File: config.mk
export PLATFORM = sky130hd
export DESIGN_NAME = audio_note_sequencer
export DESIGN_NICKNAME = d
export VERILOG_FILES = /design/src/rtl/audio_note_sequencer.sv
export SDC_FILE = /design/constraint.sdc
export NUM_CORES = 1
export LEC_CHECK = 0
export BUFFER_PORTS_ARGS = -buffer_cell sky130_fd_sc_hd__buf_2
export CAP_MARGIN = 25
export CORE_ASPECT_RATIO = 1.25
export CORE_UTILIZATION = 45
export DETAILED_ROUTE_END_ITERATION = 16
export GPL_TIMING_DRIVEN = 0
export PLACE_DENSITY = 0.66
export SLEW_MARGIN = 20
export SYNTH_ARGS = -nofsm -noshare
export SYNTH_HDL_FRONTEND = slang
export SYNTH_SLANG_ARGS = --single-unit
File: constraint.sdc
create_clock -name CLOCK_50 -period 6.7 [get_ports CLOCK_50]
set_input_delay 0.67 -clock CLOCK_50 [delete_from_list [all_inputs] [get_ports CLOCK_50]]
set_output_delay 0.67 -clock CLOCK_50 [all_outputs]
set_load 0.01 [all_outputs]
File: src/rtl/audio_note_sequencer.sv
// Square-wave note sequencer between game logic and the audio codec FIFOs.
// Mixes a +/-AMP tone into mic pass-through for a fixed number of output samples.
module audio_note_sequencer #(
    parameter int                 HALF_W = 19,
    parameter int                 DUR_W  = 16,
    parameter logic signed [31:0] AMP    = 32'sd10000000
) (
    input  logic              CLOCK_50,
    input  logic              reset,
    input  logic              note_valid,
    output logic              note_ready,
    input  logic [HALF_W-1:0] note_half_period,
    input  logic [DUR_W-1:0]  note_duration,
    input  logic              mute,
    input  logic              audio_in_available,
    input  logic [31:0]       left_channel_audio_in,
    input  logic [31:0]       right_channel_audio_in,
    input  logic              audio_out_allowed,
    output logic              read_audio_in,
    output logic              write_audio_out,
    output logic [31:0]       left_channel_audio_out,
    output logic [31:0]       right_channel_audio_out,
    output logic              note_active,
    output logic              note_done
);

    typedef enum logic [1:0] {
        N_IDLE,
        N_PLAY,
        N_DONE
    } note_state_t;

    typedef enum logic {
        S_WAIT,
        S_HOLD
    } samp_state_t;

    note_state_t       note_q, note_d;
    samp_state_t       samp_q, samp_d;
    logic [HALF_W-1:0] hp_q, hp_d;
    logic [HALF_W-1:0] cnt_q, cnt_d;
    logic [DUR_W-1:0]  rem_q, rem_d;
    logic              snd_q, snd_d;
    logic              ready_q, ready_d;
    logic              active_q, active_d;
    logic              done_q, done_d;
    logic              rd_q, rd_d;
    logic              wr_q, wr_d;
    logic [31:0]       left_q, left_d;
    logic [31:0]       right_q, right_d;

    logic              fire;
    logic signed [31:0] tone;

    function automatic logic [31:0] sat32(input logic [31:0] a,
                                          input logic [31:0] b);
        logic [32:0] s;
        s = {a[31], a} + {b[31], b};
        if (s[32] != s[31]) begin
            return s[32] ? 32'h8000_0000 : 32'h7FFF_FFFF;
        end
        return s[31:0];
    endfunction

    always_comb begin
        fire = (samp_q == S_WAIT) & audio_in_available & audio_out_allowed;
        tone = '0;
        if (note_q == N_PLAY && hp_q != '0 && !mute) begin
            tone = snd_q ? AMP : -AMP;
        end
    end

    always_comb begin
        note_d  = note_q;
        samp_d  = samp_q;
        hp_d    = hp_q;
        cnt_d   = cnt_q;
        rem_d   = rem_q;
        snd_d   = snd_q;
        left_d  = left_q;
        right_d = right_q;
        rd_d    = 1'b0;
        wr_d    = 1'b0;

        // Sample handshake: capture, then one quiet cycle for FIFO flags.
        case (samp_q)
            S_WAIT: begin
                if (fire) begin
                    left_d  = sat32(left_channel_audio_in, tone);
                    right_d = sat32(right_channel_audio_in, tone);
                    rd_d    = 1'b1;
                    wr_d    = 1'b1;
                    samp_d  = S_HOLD;
                end
            end
            S_HOLD:  samp_d = S_WAIT;
            default: samp_d = S_WAIT;
        endcase

        if (note_q == N_PLAY && hp_q != '0) begin
            if (cnt_q == hp_q - HALF_W'(1)) begin
                cnt_d = '0;
                snd_d = ~snd_q;
            end else begin
                cnt_d = cnt_q + HALF_W'(1);
            end
        end

        case (note_q)
            N_IDLE: begin
                if (note_valid) begin
                    hp_d   = note_half_period;
                    rem_d  = note_duration;
                    cnt_d  = '0;
                    snd_d  = 1'b0;
                    note_d = (note_duration == '0) ? N_DONE : N_PLAY;
                end
            end
            N_PLAY: begin
                if (fire) begin
                    if (rem_q == DUR_W'(1)) begin
                        note_d = N_DONE;
                    end
                    rem_d = rem_q - DUR_W'(1);
                end
            end
            N_DONE:  note_d = N_IDLE;
            default: note_d = N_IDLE;
        endcase

        ready_d  = (note_d == N_IDLE);
        active_d = (note_d == N_PLAY);
        done_d   = (note_d == N_DONE);
    end

    always_ff @(posedge CLOCK_50) begin
        if (reset) begin
            note_q   <= N_IDLE;
            samp_q   <= S_WAIT;
            hp_q     <= '0;
            cnt_q    <= '0;
            rem_q    <= '0;
            snd_q    <= 1'b0;
            ready_q  <= 1'b1;
            active_q <= 1'b0;
            done_q   <= 1'b0;
            rd_q     <= 1'b0;
            wr_q     <= 1'b0;
            left_q   <= '0;
            right_q  <= '0;
        end else begin
            note_q   <= note_d;
            samp_q   <= samp_d;
            hp_q     <= hp_d;
            cnt_q    <= cnt_d;
            rem_q    <= rem_d;
            snd_q    <= snd_d;
            ready_q  <= ready_d;
            active_q <= active_d;
            done_q   <= done_d;
            rd_q     <= rd_d;
            wr_q     <= wr_d;
            left_q   <= left_d;
            right_q  <= right_d;
        end
    end

    assign note_ready              = ready_q;
    assign note_active             = active_q;
    assign note_done               = done_q;
    assign read_audio_in           = rd_q;
    assign write_audio_out         = wr_q;
    assign left_channel_audio_out  = left_q;
    assign right_channel_audio_out = right_q;

endmodule

# --- After elaboration in Yosys (flattened, before gate mapping) ---
# Cells that the tools add are included.
word_totals:
  input_bits: 105
  reg_bits: 126
  wordCells: 74
op_classes:
  muxes: 32
  bitwise_logic: 4
  n_reduce_logical: 12
  n_eq_ne: 9
  addsub: 5
op_table:
  columns: ["operator", "count"]
  rows:
  - ["32-bit two-way mux", 8]
  - ["19-bit two-way mux", 4]
  - ["32-bit by 32-bit adder with 33-bit output", 2]
  - ["16-bit two-way mux", 2]
  - ["16-bit case mux with 2 select lines", 1]
  - ["19-bit by 1-bit adder with 19-bit output, second input constant", 1]
  - ["19-bit == test", 1]
  - ["19-bit nonzero test", 1]
  - ["19-bit by 1-bit subtractor with 19-bit output, second input constant", 1]
  - ["16-bit by 1-bit == test with 1-bit output, second input constant", 1]
  - ["16-bit logical NOT", 1]
  - ["16-bit by 1-bit subtractor with 16-bit output, second input constant", 1]
  - ["1-bit two-way mux", 11]
  - ["2-bit two-way mux", 4]
  - ["2-bit by 1-bit == test with 1-bit output, second input constant", 2]
  - ["2-bit logical NOT", 2]
  - ["2-bit inequality test, second input constant", 2]
  - ["2-bit case mux with 2 select lines", 1]
  - ["2-bit AND reduction", 2]
  - ["3-bit AND reduction", 1]
  - ["1-bit bitwise AND", 2]
  - ["2-bit == test, second input constant", 1]
  - ["1-bit logical AND", 2]
  - ["1-bit inequality test", 2]
  - ["5 further kinds", 6]

# --- Longest topological paths before layout ---
# Gate-level depths: netlist (run 1).
depth:
  depth_word: 10
  depth_mapped: 27
  depth_no_buf: 19

# --- Least setup slack after synthesis (run 1) ---
# OpenSTA, ideal clock, no wires.
synth_path:
  kind: "reg-to-reg"
  from: "register hp_q[0]"
  to: "register left_q[25] (netlist: left_channel_audio_out[25])"
  path_stages_with_launch: 26
  setup_slack_ps: 854
  arrival_ps: 5765
  setup_time_ps: 80
  n_path_buf: 7
  synth_period_minus_slack_ps: 5846
  required_time_ps: 6620
  path_cell_list: "dfxtp_1 inv_1 ha_1 or4b_1 buf_2 or4_1 buf_2 o21ai_4 inv_2 buf_6 clkbuf_1 clkbuf_1 clkbuf_1 ha_1 ha_1 clkbuf_1 or3_1 a21oi_1 o22ai_1 a32oi_4 a2bb2oi_1 o21ai_0 a21bo_2 mux2_2 maj3_2 a211oi_2"
synth_between:
  elab_chain_cells: 10
  elab_cells_between_ends: 12
synth_rtl:
  columns: ["item", "line_no", "source"]
  rows:
  - ["start: declaration", "40", "logic [HALF_W-1:0] hp_q, hp_d;"]
  - ["start signal: assignment", "154", "hp_q <= hp_d;"]
  - ["19-bit nonzero test (*)", "68", "if (note_q == N_PLAY && hp_q != '0 && !mute) begin"]
  - ["1-bit logical AND (*) (2 in a row)", "68", null]
  - ["32-bit two-way mux (*)", "68", null]
  - ["32-bit by 32-bit adder with 33-bit output (*)", "58", "s = {a[31], a} + {b[31], b};"]
  - ["1-bit inequality test", "59", "if (s[32] != s[31]) begin"]
  - ["1-bit two-way mux", "59", null]
  - ["1-bit two-way mux", "88", "if (fire) begin"]
  - ["1-bit two-way mux", "86", "case (samp_q)"]
  - ["32-bit two-way mux (*)", "62", "return s[31:0];"]
  - ["end signal: assignment", "163", "left_q <= left_d;"]
  - ["end: declaration", "49", "logic [31:0] left_q, left_d;"]
# Every way passes the cells marked *; elsewhere a longest branch is shown, timed or not. The select of a mux whose other input is x is not followed.
# A chain may end at the register's enable or synchronous reset.

# --- Worst setup path after layout (run 1) ---
# Ends and elaborated chain as after synthesis.

==> results of run 1 <==
## per-stage QoR
step | instances | instance area [um2] | utilization (%)
global route | 1911 | 11900 | 53.6
CTS | 1910 | 11900 | 53.5
finish | 1911 | 11900 | 53.6
detailed placement | 1877 | 11300 | 50.7
floorplan | 1447 | 10200 | -
global placement | 1876 | 11300 | 50.7
## sequential cells by signal (all words and copies together) (netlist names)
signal                   flops
cnt_q                       19
hp_q                        19
left_channel_audio_out      32
note_active                  1
note_done                    1
note_q                       2
note_ready                   1
rem_q                       16
right_channel_audio_out     32
samp_q                       1
snd_q                        1
## critical path: cells and delay by family (launching register included)
family | cells | cell delay, ns
buffers and inverters | 8 | 1.49
adder cells (fa/ha/maj) | 4 | 1.14
multiplexers | 1 | 0.35
AND/OR/NAND/NOR | 3 | 1.24
AO/OA/AOI/OAI | 8 | 1.69
flip-flops | 1 | 0.35
## report_power, final
| part | leakage [nW] | switching, mW | total [mW] | internal, mW |
|---|---|---|---|---|
| Sequential | 1.03 | 0.0407 | 0.832 | 0.792 |
| Combinational | 3.14 | 0.436 | 0.688 | 0.252 |
| Clock | 0.283 | 0.359 | 0.929 | 0.569 |
| Total | 4.45 | 0.836 | 2.45 | 1.61 |
## cell families (layout without fill, tap and decap cells)
logic type	count (synthesis)	count (layout)
other	0	2
DFF	125	125
AOI/OAI and AO/OA	454	454
adders and majority gates	22	22
muxes	12	12
xor gates and xnor gates	115	115
and+or+nand+nor	561	561
buffers and inverters	158	337
## cells in the mapped netlist (5+ instances only)
| library cell | instances |
|---|---|
| nor4_1 | 22 |
| nand3_1 | 61 |
| nor2b_1 | 7 |
| or3_1 | 15 |
| nor3_1 | 30 |
| or4_1 | 8 |
| xor2_1 | 28 |
| clkbuf_1 | 103 |
| ha_1 | 8 |
| a211o_1 | 5 |
| o211ai_1 | 18 |
| o21ai_1 | 8 |
| dfxtp_1 | 125 |
| o32ai_1 | 5 |
| o21ai_0 | 103 |
| o22ai_1 | 16 |
| nand2b_1 | 5 |
| nor3b_1 | 6 |
| nand3b_1 | 11 |
| and3_1 | 18 |
| nand4_1 | 21 |
| mux2i_1 | 10 |
| buf_1 | 6 |
| a22oi_1 | 9 |
| buf_2 | 21 |
| nand2_1 | 144 |
| a211oi_2 | 10 |
| and2_1 | 10 |
| o31ai_1 | 7 |
| a31oi_1 | 13 |
| nor2_1 | 172 |
| inv_1 | 22 |
| o41ai_1 | 5 |
| o2bb2ai_1 | 6 |
| maj3_2 | 10 |
| xnor2_1 | 87 |
| a211oi_1 | 53 |
| or2_2 | 11 |
| a21oi_1 | 129 |
| and4_1 | 5 |
| a41oi_1 | 5 |
| o21a_1 | 9 |
## per-layer routing
metal  part of all wire, %  GRT usage (%)
met3                   7.5           4.17
met2                    48           53.1
met1                    41           40.0
met4                   4.0           15.0
met5                     0              0
## what timing repair did
action | in CTS | in global routing
resized for setup | 5 | 15
pin swaps | 1 | 1
endpoints found under the setup margin | 62 | 61
buffers inserted | 1 | 1
## final cells by class
type / count / area [um2]
sequential: 125 / 2500
tap: 283 / 354
clock buffer: 20 / 457
clock inverter: 12 / 136
multi-input combinational: 1164 / 7050
fill: 2223 / 10300
buffer: 132 / 559
timing repair buffer: 149 / 751
inverter: 24 / 90.1
antenna: 2 / 5.00
## final timing paths
check / startpoint / cells past startpoint / end
max: hp_q[0] / 24 / left_channel_audio_out[25]
min: right_channel_audio_out[31] / 2 / right_channel_audio_out[31]
max reg2reg: hp_q[0] / 24 / left_channel_audio_out[25]
min reg2reg: right_channel_audio_out[31] / 2 / right_channel_audio_out[31]
==> run summary, run 1 <==
Max_slew headroom = 36.1%
Final HPWL DP = 28400 um
Routed Wire Length = 37200 um
Synth Area in XOR/XNOR = 9.91%
Post-Syn Instances = 1447
Crit path capture type = register
Gp weighted congestion = 0.995
Synthesized area per cell = 7.03 um2
Via-to-Cell Ratio = 6.12
DRC = 0
CP max-delay cell = or4_1
Max-Cap Viols = 0
FP Rows = 61
Core Area = 22200 um2
H-tree Lvls = 4
CTS tree = built
Longest Clk Path Bufs = 2
I/O Buffers = 146
RSZ-0062 raised after global routing = no
Prevailing post-synth register cell = dfxtp_1
Multiplexer area fraction after synthesis = 1.21%
Skew-Pair Late Insertion Delay = 0.42 ns
Startpoint Class = register
Cts bufs inserted = 17
Die Width = 136 um
Setup TNS = 0 ns
Clk slew on worst S/H paths = 0.06 ns
Synth top area share = 24.6%
Crit Path Category = register to register
Fin nets = 1726
Yosys reg bits = 125
Initial antenna violation count = 2
Fraction of layout instances using a drive strength above 1 = 15.8%
Clock skew = 0.0103 ns
Synth area leaders = dfxtp_1 (25%), xnor2_1 (7.5%), a21oi_1 (6.4%)
Drt pass-1 iters = 5
Syn nets = 1560
IO Pins = 174
Netlist cell types = 88
Pins Over Slew Limit = 0
WP data required = 7.04 ns
Synthesized area = 10200 um2
Clk sink count = 125
Worst R2R Setup Slack = 0.36 ns
Leak = 4.45 nW
First-pass GRT wire length = 56800 um
Crit share post-route = 94.6%
Routed wire per std cell = 19.5 um
Vias in the first global route = 10400
Area growth, synth to finish = 17.1%
Most frequent cells in the layout = nor2_1 (172), buf_2 (166), nand2_1 (144), a21oi_1 (129), dfxtp_1 (125)
Slew @ Worst Pin = 0.956 ns
Crit path time final = 6.34 ns
Compound-gate portion of the synthesized area = 29.1%
Peak supply drop = 145 uV
Die Span Y = 170 um
Critical Path Max Stage Delay = 0.47 ns
GRT Util Overall = 31.8%
Final setup viols = 0
Post-Synth Adder-Cell Area = 2.49%
Worst EP arrival = 6.68 ns
Sequential-to-total area share from yosys stat = 24.6%
Worst-path maximum fanout = 20
Clock root buffer master = clkbuf_16
CTS Hold Bufs = 0
Area share of and/or/nand/nor cells after synthesis = 26.4%
PwrDens = 206 nW/um2
Via count = 11700
Post-route ant nets = 0
Max Clk Rate = 158 MHz
Total power = 2.45 mW
Die area = 23200 um2
Worst hold path class = register to register
Status = completed
Number of enable flip-flop cells after synthesis = 0
Grt ovf = 0
Worst hold margin = 0.467 ns
Starting Density = 45.8%
Largest net degree at the start of global routing = 17
Syn. warnings = 0
Commonest non-fill, non-tap cell in the layout = nor2_1
Pre-CTS setup slack = -0.702 ns
DRT iter0 DRCs = 1143
Final setup margin = 0.361 ns
Largest family of logic cells by synthesized area = compound AO/OA/AOI/OAI gates
Area leader, netlist = dfxtp_1
Worst path cell trace = inv_1 > ha_1 > or4b_1 > buf_2 > or4_1 > buf_2 > o21ai_4 > inv_2 > buf_6 > clkbuf_2 > buf_2 > ha_1 > ha_1 > clkbuf_1 > or2_2 > a21oi_1 > o22ai_1 > a32oi_4 > a2bb2oi_4 > o21ai_0 > a21bo_2 > mux2_2 > maj3_2 > a211oi_2
Fin. Hold Viols = 0
Asr flop ratio synth = 0%
(Power assumes the default switching activity.)
==> inputs of run 2 (changes only) <==
- PLACE_DENSITY: 0.66 -> 0.73
- clock period: 6.7 -> 7.5 ns (I/O delays scaled with it)
==> run summary, run 2 (synthesis results as in run 1) <==
Buf/Inv on CP = 9 (was 8)
RSZ-0062 raised after global routing = no (unchanged)
Worst flop-to-flop path startpoint = hp_q[0] (unchanged)
Startpoint Class = register (unchanged)
Grt ovf = 0 (unchanged)
Routed Wire Length = 37100 um (was 37200 um)
Gp weighted congestion = 0.978 (was 0.995)
FP Rows = 61 (unchanged)
CP max-delay cell = or4_1 (unchanged)
FF+latch area = 2500 um2 (unchanged)
Slew @ Worst Pin = 0.984 ns (was 0.956 ns)
Max Clk Rate = 141 MHz (was 158 MHz)
Cts bufs inserted = 17 (unchanged)
Crit share post-route = 94.8% (was 94.6%)
Clk slew on worst S/H paths = 0.06 ns (about the same)
Die Width = 136 um (unchanged)
Die Span Y = 170 um (unchanged)
Critical Path Max Stage Delay = 0.49 ns (was 0.47 ns)
Post-CTS setup repair buffer count = 0 (was 1)
PwrDens = 187 nW/um2 (was 206 nW/um2)
Worst-path maximum fanout = 11 (was 20)
CTS tree = built (unchanged)
H-tree Lvls = 4 (unchanged)
Skew-Pair Late Insertion Delay = 0.43 ns (was 0.42 ns)
Most frequent cells in the layout = nor2_1 (172), buf_2 (168), nand2_1 (144), a21oi_1 (129), dfxtp_1 (125) (was nor2_1 (172), buf_2 (166), nand2_1 (144), a21oi_1 (129), dfxtp_1 (125))
Final setup viols = 0 (unchanged)
Crit path capture type = register (unchanged)
Post-route ant nets = 0 (unchanged)
Longest Clk Path Bufs = 2 (unchanged)
Fraction of layout instances using a drive strength above 1 = 15.6% (was 15.8%)
Crit path time final = 7.11 ns (was 6.34 ns)
Clk sink count = 125 (unchanged)
# fillers = 2231 (was 2223)
Worst R2R Setup Slack = 0.39 ns (was 0.36 ns)
Fin nets = 1726 (unchanged)
Total power = 2.22 mW (was 2.45 mW)
Starting Density = 45.8% (unchanged)
Crit Path Category = register to register (unchanged)
Net load switching power = 0.750 mW (was 0.836 mW)
DRT iter0 DRCs = 1058 (was 1143)
Routed wire per std cell = 19.4 um (was 19.5 um)
Switching share of power = 33.8% (was 34.1%)
Die area = 23200 um2 (unchanged)
Vias in the first global route = 10800 (was 10400)
Via count = 11900 (was 11700)
Leak = 4.43 nW (was 4.45 nW)
Initial antenna violation count = 3 (was 2)
Via-to-Cell Ratio = 6.24 (was 6.12)
Fin. Hold Viols = 0 (unchanged)
Hold wc startpoint = right_channel_audio_out[31] (unchanged)
Area growth, synth to finish = 16.9% (was 17.1%)
Max-Cap Viols = 0 (unchanged)
Final Core Density = 53.5% (was 53.6%)
Final HPWL DP = 28300 um (was 28400 um)
Clock skew = 0.00978 ns (was 0.0103 ns)
Core Area = 22200 um2 (unchanged)
Drt pass-1 iters = 6 (was 5)
Pins Over Slew Limit = 0 (unchanged)
Area of the multi-input gates = 7030 um2 (was 7050 um2)
Status = completed (unchanged)
WP data required = 7.85 ns (was 7.04 ns)
Commonest non-fill, non-tap cell in the layout = nor2_1 (unchanged)
GRT Util Overall = 31.6% (was 31.8%)
First-pass GRT wire length = 56700 um (was 56800 um)
Max_slew headroom = 34.3% (was 36.1%)
Internal power = 1.47 mW (was 1.61 mW)
Clock root buffer master = clkbuf_16 (unchanged)
Crit path max-delay family = compound AO/OA/AOI/OAI gates (unchanged)
IO Pins = 174 (unchanged)
Combinational Power Share = 27.6% (was 28.1%)
Setup TNS = 0 ns (unchanged)
Largest net degree at the start of global routing = 17 (unchanged)
Worst hold path class = register to register (unchanged)
I/O Buffers = 146 (unchanged)
CP startpoint = hp_q[0] (unchanged)
Worst EP arrival = 7.46 ns (was 6.68 ns)
DRC = 0 (unchanged)
Sequential power share = 33.4% (was 34.0%)
Peak supply drop = 128 uV (was 145 uV)
Clock share of power = 39.0% (was 37.9%)
-- run 2: cell types whose count changed in the layout (fill, tap and decap cells not counted), moves of 2 or more --
cell,change
clkbuf_4,-3
buf_2,+2
buf_4,-2
clkbuf_1,+2
-- run 2: power by group through the flow --
| stage | combinational (mW) | clock, mW | sequential (mW) |
|---|---|---|---|
| after floorplan | 0.400 | 0 | 0.760 |
| after global placement | 0.589 | 0 | 0.753 |
| after detailed placement | 0.596 | 0 | 0.755 |
| after CTS | 0.601 | 0.868 | 0.741 |
| after global routing | 0.668 | 0.899 | 0.746 |
| final | 0.613 | 0.866 | 0.742 |
-- run 2: cell type report --
cell class	instances	area share (%)
sequential	125	21.0
timing repair buffer	147	6.18
multi-input combinational	1164	59.1
inverter	24	0.758
antenna	3	0.0631
clock buffer	19	3.81
buffer	134	4.64
tap	283	2.98
clock inverter	13	1.39
-- run 2: metal layers --
metal,part of all wire (%),vias to the layer above,global-route usage (%)
met1,39,5605,37.6
met2,48,611,53.4
met3,7.9,121,5.21
met5,0,-,0
met4,4.7,0,17.2
li1,-,5593,-
-- run 2: repair_timing --
item,4_1_cts,5_1_grt
hold buffers,0,0
gates resized for setup,0,7
setup endpoints to repair,0,30
-- run 2: path summary, 6_finish.rpt --
| check | end | cells past startpoint |
|---|---|---|
| setup / recovery | left_channel_audio_out[25] | 25 |
| hold / removal | right_channel_audio_out[31] | 2 |
| setup reg to reg | left_channel_audio_out[25] | 25 |
| hold reg to reg | right_channel_audio_out[31] | 2 |
-- run 2: per-stage QoR --
step | hold WS, ns | setup WS [ns] | cells | area [um2]
finish | 0.470 | 0.393 | 1912 | 11900
floorplan | 0.445 | 1.65 | 1447 | 10200
detailed placement | 0.462 | 0.175 | 1877 | 11300
global placement | 0.448 | 0.126 | 1876 | 11300
global route | 0.492 | 0.117 | 1911 | 11900
CTS | 0.471 | 0.130 | 1909 | 11900
-- run 2: worst register-to-register path, stage by stage (launching register included) --
cell and delay (ns):
dfxtp_1 0.35, inv_1 0.07, ha_1 0.23, or4b_1 0.44
buf_2 0.19, or4_1 0.49, buf_2 0.21, o21ai_4 0.42
inv_2 0.08, buf_6 0.17, clkbuf_1 0.29, clkbuf_1 0.39
buf_2 0.38, ha_1 0.34, ha_1 0.21, clkbuf_1 0.20
or2_2 0.35, a21oi_1 0.15, o22ai_1 0.13, a32oi_4 0.30
a2bb2oi_2 0.29, o21ai_0 0.23, a21bo_2 0.26, mux2_2 0.33
maj3_2 0.32, a211oi_2 0.20
